### src/rtl/multi_width_free_list_pkg.sv
`default_nettype none
// ============================================================================
// Module      : multi_width_free_list_pkg
// Description : Width helpers and modulo pointer arithmetic for the free list.
// Revision    : 1.0
// ============================================================================
package multi_width_free_list_pkg;

    localparam int c_wrap_steps = 8;

    function automatic int FreeListCountPath(input int entry_num);
        return $clog2(entry_num + 1);
    endfunction

    function automatic int FreeListIndexPath(input int entry_num);
        return $clog2(entry_num);
    endfunction

    // Depth need not be a power of two, so wrap by compare-and-correct; the
    // extra steps keep oversized (erroneous) increments inside the range.
    function automatic int WrapAdd(input int ptr, input int inc, input int entry_num);
        int sum;
        sum = ptr + inc;
        for (int i = 0; i < c_wrap_steps; i++) begin
            if (sum >= entry_num) begin
                sum = sum - entry_num;
            end else if (sum < 0) begin
                sum = sum + entry_num;
            end
        end
        return sum;
    endfunction

endpackage
`default_nettype wire

### src/rtl/free_list_ptr_wrap.sv
`default_nettype none
// ============================================================================
// Module      : free_list_ptr_wrap
// Description : Adds a signed increment to a pointer, wrapping mod ENTRY_NUM.
// Revision    : 1.0
// ============================================================================
module free_list_ptr_wrap #(
    parameter int ENTRY_NUM = 48,
    parameter int IDX_W     = 6,
    parameter int INC_W     = 8
) (
    input  logic [IDX_W-1:0]        i_ptr,
    input  logic signed [INC_W-1:0] i_inc,
    output logic [IDX_W-1:0]        o_ptr
);
    import multi_width_free_list_pkg::*;

    int w_sum;

    always_comb begin
        w_sum = WrapAdd(int'(i_ptr), int'(i_inc), ENTRY_NUM);
        o_ptr = IDX_W'(w_sum);
    end

endmodule
`default_nettype wire

### src/rtl/multi_width_free_list.sv
`default_nettype none
// ============================================================================
// Module      : multi_width_free_list
// Description : Circular free list of physical registers with multi-lane
//               pop/push and head rollback for mispredict recovery.
// Revision    : 1.0
// ============================================================================
module multi_width_free_list #(
    parameter int ENTRY_NUM    = 48,
    parameter int DATA_WIDTH   = 6,
    parameter int INIT_BASE    = 16,
    parameter int POP_WIDTH    = 2,
    parameter int PUSH_WIDTH   = 2,
    parameter int ROLLBACK_MAX = 4
) (
    input  logic                                clk,
    input  logic                                rst_n,
    input  logic [POP_WIDTH-1:0]                popReq,
    output logic                                popGrant,
    output logic [POP_WIDTH*DATA_WIDTH-1:0]     popData,
    input  logic [PUSH_WIDTH-1:0]               pushValid,
    input  logic [PUSH_WIDTH*DATA_WIDTH-1:0]    pushData,
    input  logic                                rollbackValid,
    input  logic [$clog2(ROLLBACK_MAX+1)-1:0]   rollbackNum,
    output logic [$clog2(ENTRY_NUM+1)-1:0]      count,
    output logic                                empty,
    output logic                                error
);
    import multi_width_free_list_pkg::*;

    localparam int c_idx_w = FreeListIndexPath(ENTRY_NUM);
    localparam int c_cnt_w = FreeListCountPath(ENTRY_NUM);
    localparam int c_rb_w  = $clog2(ROLLBACK_MAX + 1);
    localparam int c_inc_w = ((c_cnt_w > c_rb_w) ? c_cnt_w : c_rb_w) + 2;

    logic [DATA_WIDTH-1:0]     r_slot [ENTRY_NUM];
    logic [c_idx_w-1:0]        r_head;
    logic [c_idx_w-1:0]        r_tail;
    logic [c_cnt_w-1:0]        r_count;
    logic                      r_error;

    logic [c_cnt_w:0]          w_pop_num;
    logic [c_cnt_w:0]          w_push_num;
    logic [c_cnt_w:0]          w_count_next;
    logic                      w_pop_contig;
    logic                      w_push_contig;
    logic                      w_err_now;
    logic signed [c_inc_w-1:0] w_pop_inc;
    logic signed [c_inc_w-1:0] w_rb_inc;
    logic signed [c_inc_w-1:0] w_push_inc;
    logic [c_idx_w-1:0]        w_head_pop;
    logic [c_idx_w-1:0]        w_head_rb;
    logic [c_idx_w-1:0]        w_tail_next;
    logic [c_idx_w-1:0]        w_rd_idx [POP_WIDTH];
    logic [c_idx_w-1:0]        w_wr_idx [PUSH_WIDTH];

    always_comb begin
        w_pop_num  = '0;
        w_push_num = '0;
        for (int k = 0; k < POP_WIDTH; k++) begin
            w_pop_num = w_pop_num + (c_cnt_w+1)'(popReq[k]);
        end
        for (int k = 0; k < PUSH_WIDTH; k++) begin
            w_push_num = w_push_num + (c_cnt_w+1)'(pushValid[k]);
        end
        // A mask is LSB-contiguous exactly when adding one clears every set bit.
        w_pop_contig  = ((popReq & (popReq + POP_WIDTH'(1))) == '0);
        w_push_contig = ((pushValid & (pushValid + PUSH_WIDTH'(1))) == '0);

        // Same-cycle pushes are deliberately not counted toward the grant.
        popGrant = (|popReq) & ~rollbackValid & ({1'b0, r_count} >= w_pop_num);

        w_count_next = {1'b0, r_count} + w_push_num
                     - (popGrant ? w_pop_num : '0)
                     + (rollbackValid ? (c_cnt_w+1)'(rollbackNum) : '0);

        w_err_now = (w_count_next > (c_cnt_w+1)'(ENTRY_NUM))
                  | ~w_pop_contig | ~w_push_contig
                  | (rollbackNum > c_rb_w'(ROLLBACK_MAX));

        w_pop_inc  = c_inc_w'(w_pop_num);
        w_push_inc = c_inc_w'(w_push_num);
        w_rb_inc   = c_inc_w'(0) - c_inc_w'(rollbackNum);
    end

    free_list_ptr_wrap #(.ENTRY_NUM(ENTRY_NUM), .IDX_W(c_idx_w), .INC_W(c_inc_w)) u_head_pop (
        .i_ptr (r_head),
        .i_inc (w_pop_inc),
        .o_ptr (w_head_pop)
    );

    free_list_ptr_wrap #(.ENTRY_NUM(ENTRY_NUM), .IDX_W(c_idx_w), .INC_W(c_inc_w)) u_head_rb (
        .i_ptr (r_head),
        .i_inc (w_rb_inc),
        .o_ptr (w_head_rb)
    );

    free_list_ptr_wrap #(.ENTRY_NUM(ENTRY_NUM), .IDX_W(c_idx_w), .INC_W(c_inc_w)) u_tail (
        .i_ptr (r_tail),
        .i_inc (w_push_inc),
        .o_ptr (w_tail_next)
    );

    generate
        for (genvar k = 0; k < POP_WIDTH; k++) begin : g_pop_lane
            assign w_rd_idx[k] = c_idx_w'(WrapAdd(int'(r_head), k, ENTRY_NUM));
            assign popData[k*DATA_WIDTH +: DATA_WIDTH] = r_slot[w_rd_idx[k]];
        end
        for (genvar k = 0; k < PUSH_WIDTH; k++) begin : g_push_lane
            assign w_wr_idx[k] = c_idx_w'(WrapAdd(int'(r_tail), k, ENTRY_NUM));
        end
    endgenerate

    always_ff @(posedge clk or negedge rst_n) begin
        if (!rst_n) begin
            for (int i = 0; i < ENTRY_NUM; i++) begin
                r_slot[i] <= DATA_WIDTH'(INIT_BASE + i);
            end
            r_head  <= '0;
            r_tail  <= '0;
            r_count <= c_cnt_w'(ENTRY_NUM);
            r_error <= 1'b0;
        end else begin
            for (int k = 0; k < PUSH_WIDTH; k++) begin
                if (pushValid[k]) begin
                    r_slot[w_wr_idx[k]] <= pushData[k*DATA_WIDTH +: DATA_WIDTH];
                end
            end
            if (rollbackValid) begin
                r_head <= w_head_rb;
            end else if (popGrant) begin
                r_head <= w_head_pop;
            end
            r_tail  <= w_tail_next;
            r_count <= w_err_now ? c_cnt_w'(ENTRY_NUM) : c_cnt_w'(w_count_next);
            r_error <= r_error | w_err_now;
        end
    end

    assign count = r_count;
    assign empty = (r_count == '0);
    assign error = r_error;

endmodule
`default_nettype wire
### config.mk
export PLATFORM = sky130hd
export DESIGN_NAME = multi_width_free_list
export DESIGN_NICKNAME = d
export VERILOG_FILES = /design/src/rtl/multi_width_free_list_pkg.sv /design/src/rtl/free_list_ptr_wrap.sv /design/src/rtl/multi_width_free_list.sv
export SDC_FILE = /design/constraint.sdc
export NUM_CORES = 1
export LEC_CHECK = 0
export BUFFER_PORTS_ARGS = -buffer_cell sky130_fd_sc_hd__buf_2
export CAP_MARGIN = 20
export CORE_ASPECT_RATIO = 1.1
export CORE_MARGIN = 10
export CORE_UTILIZATION = 30
export DETAILED_ROUTE_END_ITERATION = 7
export PLACE_DENSITY_LB_ADDON = 0.12
export SLEW_MARGIN = 15
export SYNTH_ARGS = -nofsm -noshare
export SYNTH_HDL_FRONTEND = slang
export SYNTH_SLANG_ARGS = --single-unit
### constraint.sdc
create_clock -name clk -period 17.1 [get_ports clk]
set_clock_uncertainty 0.15 [all_clocks]
set_input_delay 2.565 -clock clk [delete_from_list [all_inputs] [get_ports clk]]
set_output_delay 2.565 -clock clk [all_outputs]
set_load 0.02 [all_outputs]
==> impl_metrics.tcl <==
set metrics [dict create \
    wl_per_cell_microns 23.7 \
    core_area_sq_um 138000 \
    required_ps 17400 \
    synth_xor_area_frac 0.0351 \
    worst-setup-path-type "input pin to flip-flop" \
    status "complete, no violations" \
    drt_iter0_drc 3153 \
    async_reset_ff_frac 1.00 \
    syn_inst 4826 \
    cts_tree "done" \
    start_kind "input pin" \
    muxShareOfSynthArea 0.267 \
    antenna_left 0 \
    cts_buffers 40 \
    fin_crit_ps 16410 \
    ys.flop_type "dfstp_2" \
    cp_max_fo 8 \
    yosysWarnings 0 \
    cp-end-kind "flip-flop" \
    synth-simple-area-share 0.232 \
    via_per_inst 5.97 \
    root_buffer "clkbuf_16" \
    dieArea_sq_um 155000 \
    place_congestion 0.919 \
    synth_compound_area_frac 0.193 \
    cts_sinks 307 \
    maxClockFrequency_ghz 0.0609 \
    rows 143 \
    worstSkewPairLatency_ps 580 \
    drv_slew 0 \
    clk_path_buf_depth 3 \
    layout-drive-gt1-share 0.319 \
    die_h_microns 412 \
    ys_seq_area_frac 0.188 \
    ios 43 \
    crit_top_cell "ha_1" \
    fin_crit_sh 0.960 \
    detailedPlacementHpwl_mm 124 \
    tightest_slew_ps 1110 \
    dr.pass1.iters 8 \
    cpPeakStageDelay_ps 550 \
    synth_seq_cells 307 \
    arrival_ps 16710 \
    hold_violations 0 \
    finalSetupViolCount 0 \
    ff2ff_path_depth 55 \
    htreeDepth 2 \
    synthToLayoutAreaGrowth_pct 13.6 \
    slew-limit-headroom 0.259 \
    grt_max_degree 84 \
    grt_pass1_wl_mm 248 \
    ctsHoldBuffers 0 \
    final_nets 5147 \
    synth_area_per_cell_sq_um 8.68 \
    max_cap_viol_count 0 \
    synth_top_family_by_area "multiplexers" \
    path_clk_slew_ps 60 \
    start_util 0.303 \
    cp_slowest_cell "or4_4" \
    synth_fa_ha_area_frac 0.0452 \
    die-width_microns 376 \
    synth-edff-count 0 \
    syn_area_sq_um 41900 \
    numPortBuffers 42 \
    whs_path_depth 1 \
    antenna_found_initial 4 \
    grt_pass1_vias 39900 \
    grtUsageTotal 0.200 \
    routed_wl_mm 162 \
    hold_ws_ps 400 \
    min_path_type "flip-flop to flip-flop" \
    route.detailed.drc 0 \
    num_vias 40700 \
    overflow 0 \
    ys_types 125 \
]
## per-stage QoR
step	cells	cell area (sq um)	setup TNS [ps]	utilization	setup slack (ps)
after floorplan	4829	42000	0	-	16.4
after global placement	6729	45800	-51.7	0.331	-51.7
after detailed placement	6731	45800	-403	0.331	-211
after CTS	6804	47100	0	0.340	33.7
after global routing	6824	47600	-215	0.344	-41.1
final	6825	47600	0	0.344	689
## cells in the final DEF (no fill, tap or decap), types with 73 or more instances in the layout
cell,netlist,routed
inv_1,159,159
a31oi_1,80,78
mux4_2,174,174
and2_1,73,73
o21ai_0,154,150
nor4_1,81,78
nand2_1,383,382
nor3_1,175,167
nand4_1,86,86
nor2_1,358,353
a21oi_1,213,212
mux2_2,603,603
xnor2_1,129,123
dfrtp_1,145,143
nand3_1,176,174
buf_4,3,315
ha_1,137,134
dfstp_2,162,162
## registers in the layout, indices dropped and copies added, names as in the netlist
register / cells
r_slot: 288
error: 1
count: 6
r_tail: 6
r_head: 6
## synthesized netlist by cell type, types with 23 or more instances
library cell | number | area (sq um)
mux2i_1 | 49 | 490
and4_1 | 32 | 280
o21ai_0 | 154 | 771
a21o_1 | 43 | 323
nand2_1 | 383 | 1440
mux2_2 | 603 | 6790
nor4_1 | 81 | 507
ha_1 | 137 | 1710
or2_2 | 65 | 407
nand3b_1 | 32 | 240
nor2_1 | 358 | 1340
a31oi_1 | 80 | 500
o211ai_1 | 63 | 473
or4_1 | 43 | 323
clkbuf_1 | 195 | 732
nand4_1 | 86 | 538
nor3_1 | 175 | 876
nand3_1 | 176 | 881
a21oi_1 | 213 | 1070
dfstp_2 | 162 | 4260
nand2b_1 | 39 | 244
a211oi_1 | 70 | 526
xor2_1 | 37 | 324
and3_1 | 69 | 432
o22ai_1 | 47 | 294
or3_1 | 74 | 463
xnor2_1 | 129 | 1130
buf_2 | 32 | 160
and2_1 | 73 | 457
nor2b_1 | 23 | 144
o31ai_1 | 35 | 263
dfrtp_1 | 145 | 3630
inv_1 | 159 | 597
mux4_2 | 174 | 3920
## cells by family (layout without fill, tap and decap cells)
group / after synthesis / in the layout
adders and majority gates: 148 / 148
other: 1 / 5
and+or+nand+nor: 1825 / 1825
muxes: 826 / 826
xor gates and xnor gates: 167 / 167
AOI/OAI and AO/OA: 1131 / 1131
DFF: 307 / 307
buffers and inverters: 421 / 604
## cell type report
type | instances | area [sq um]
Fill cell | 14500 | 90900
Tap cell | 1812 | 2270
Timing Repair Buffer | 363 | 2710
Clock inverter | 10 | 100
Sequential cell | 307 | 7890
Antenna cell | 1 | 2.50
Clock buffer | 63 | 1190
Inverter | 168 | 631
Multi-Input combinational cell | 4101 | 32800
## worst paths after layout
check | slack (ps) | endpoint | from
worst min-delay path | 400 | r_tail[3] | r_tail[3]
worst max register to register | 1270 | r_slot[258] | r_tail[1]
worst min register to register | 400 | r_tail[3] | r_tail[3]
min in group asynchronous | 1830 | r_slot[126] | rst_n
max in group asynchronous | 12710 | r_head[1] | rst_n
worst max-delay path | 690 | r_head[4] | rollbackNum[0]
## worst max-delay path: cells and delay by family
kind                     cells  cell delay (ps)
adder cells (fa/ha/maj)     10             2480
XOR/XNOR                     3              540
buffers and inverters       13             1580
AO/OA/AOI/OAI               19             4400
AND/OR/NAND/NOR             17             4860
multiplexers                 1              260
## metal layers
layer	track usage	share of wire	wire [microns]	up-vias
met5	0	0	0	-
met4	0.0379	0.019	3110	0
met3	0.0207	0.043	7010	192
met2	0.354	0.49	79400	1092
met1	0.263	0.45	72400	20400
li1	-	-	-	19100
## repair_timing
| action | CTS | global route |
|---|---|---|
| setup buffers | 0 | 16 |
| pin swaps | 0 | 15 |
| gates resized for setup | 2 | 53 |
| setup endpoints to repair | 2 | 254 |
Power is left out: the tool's default activity adds up to more than one toggle a clock period on the data nets, which glitch-free logic cannot reach.
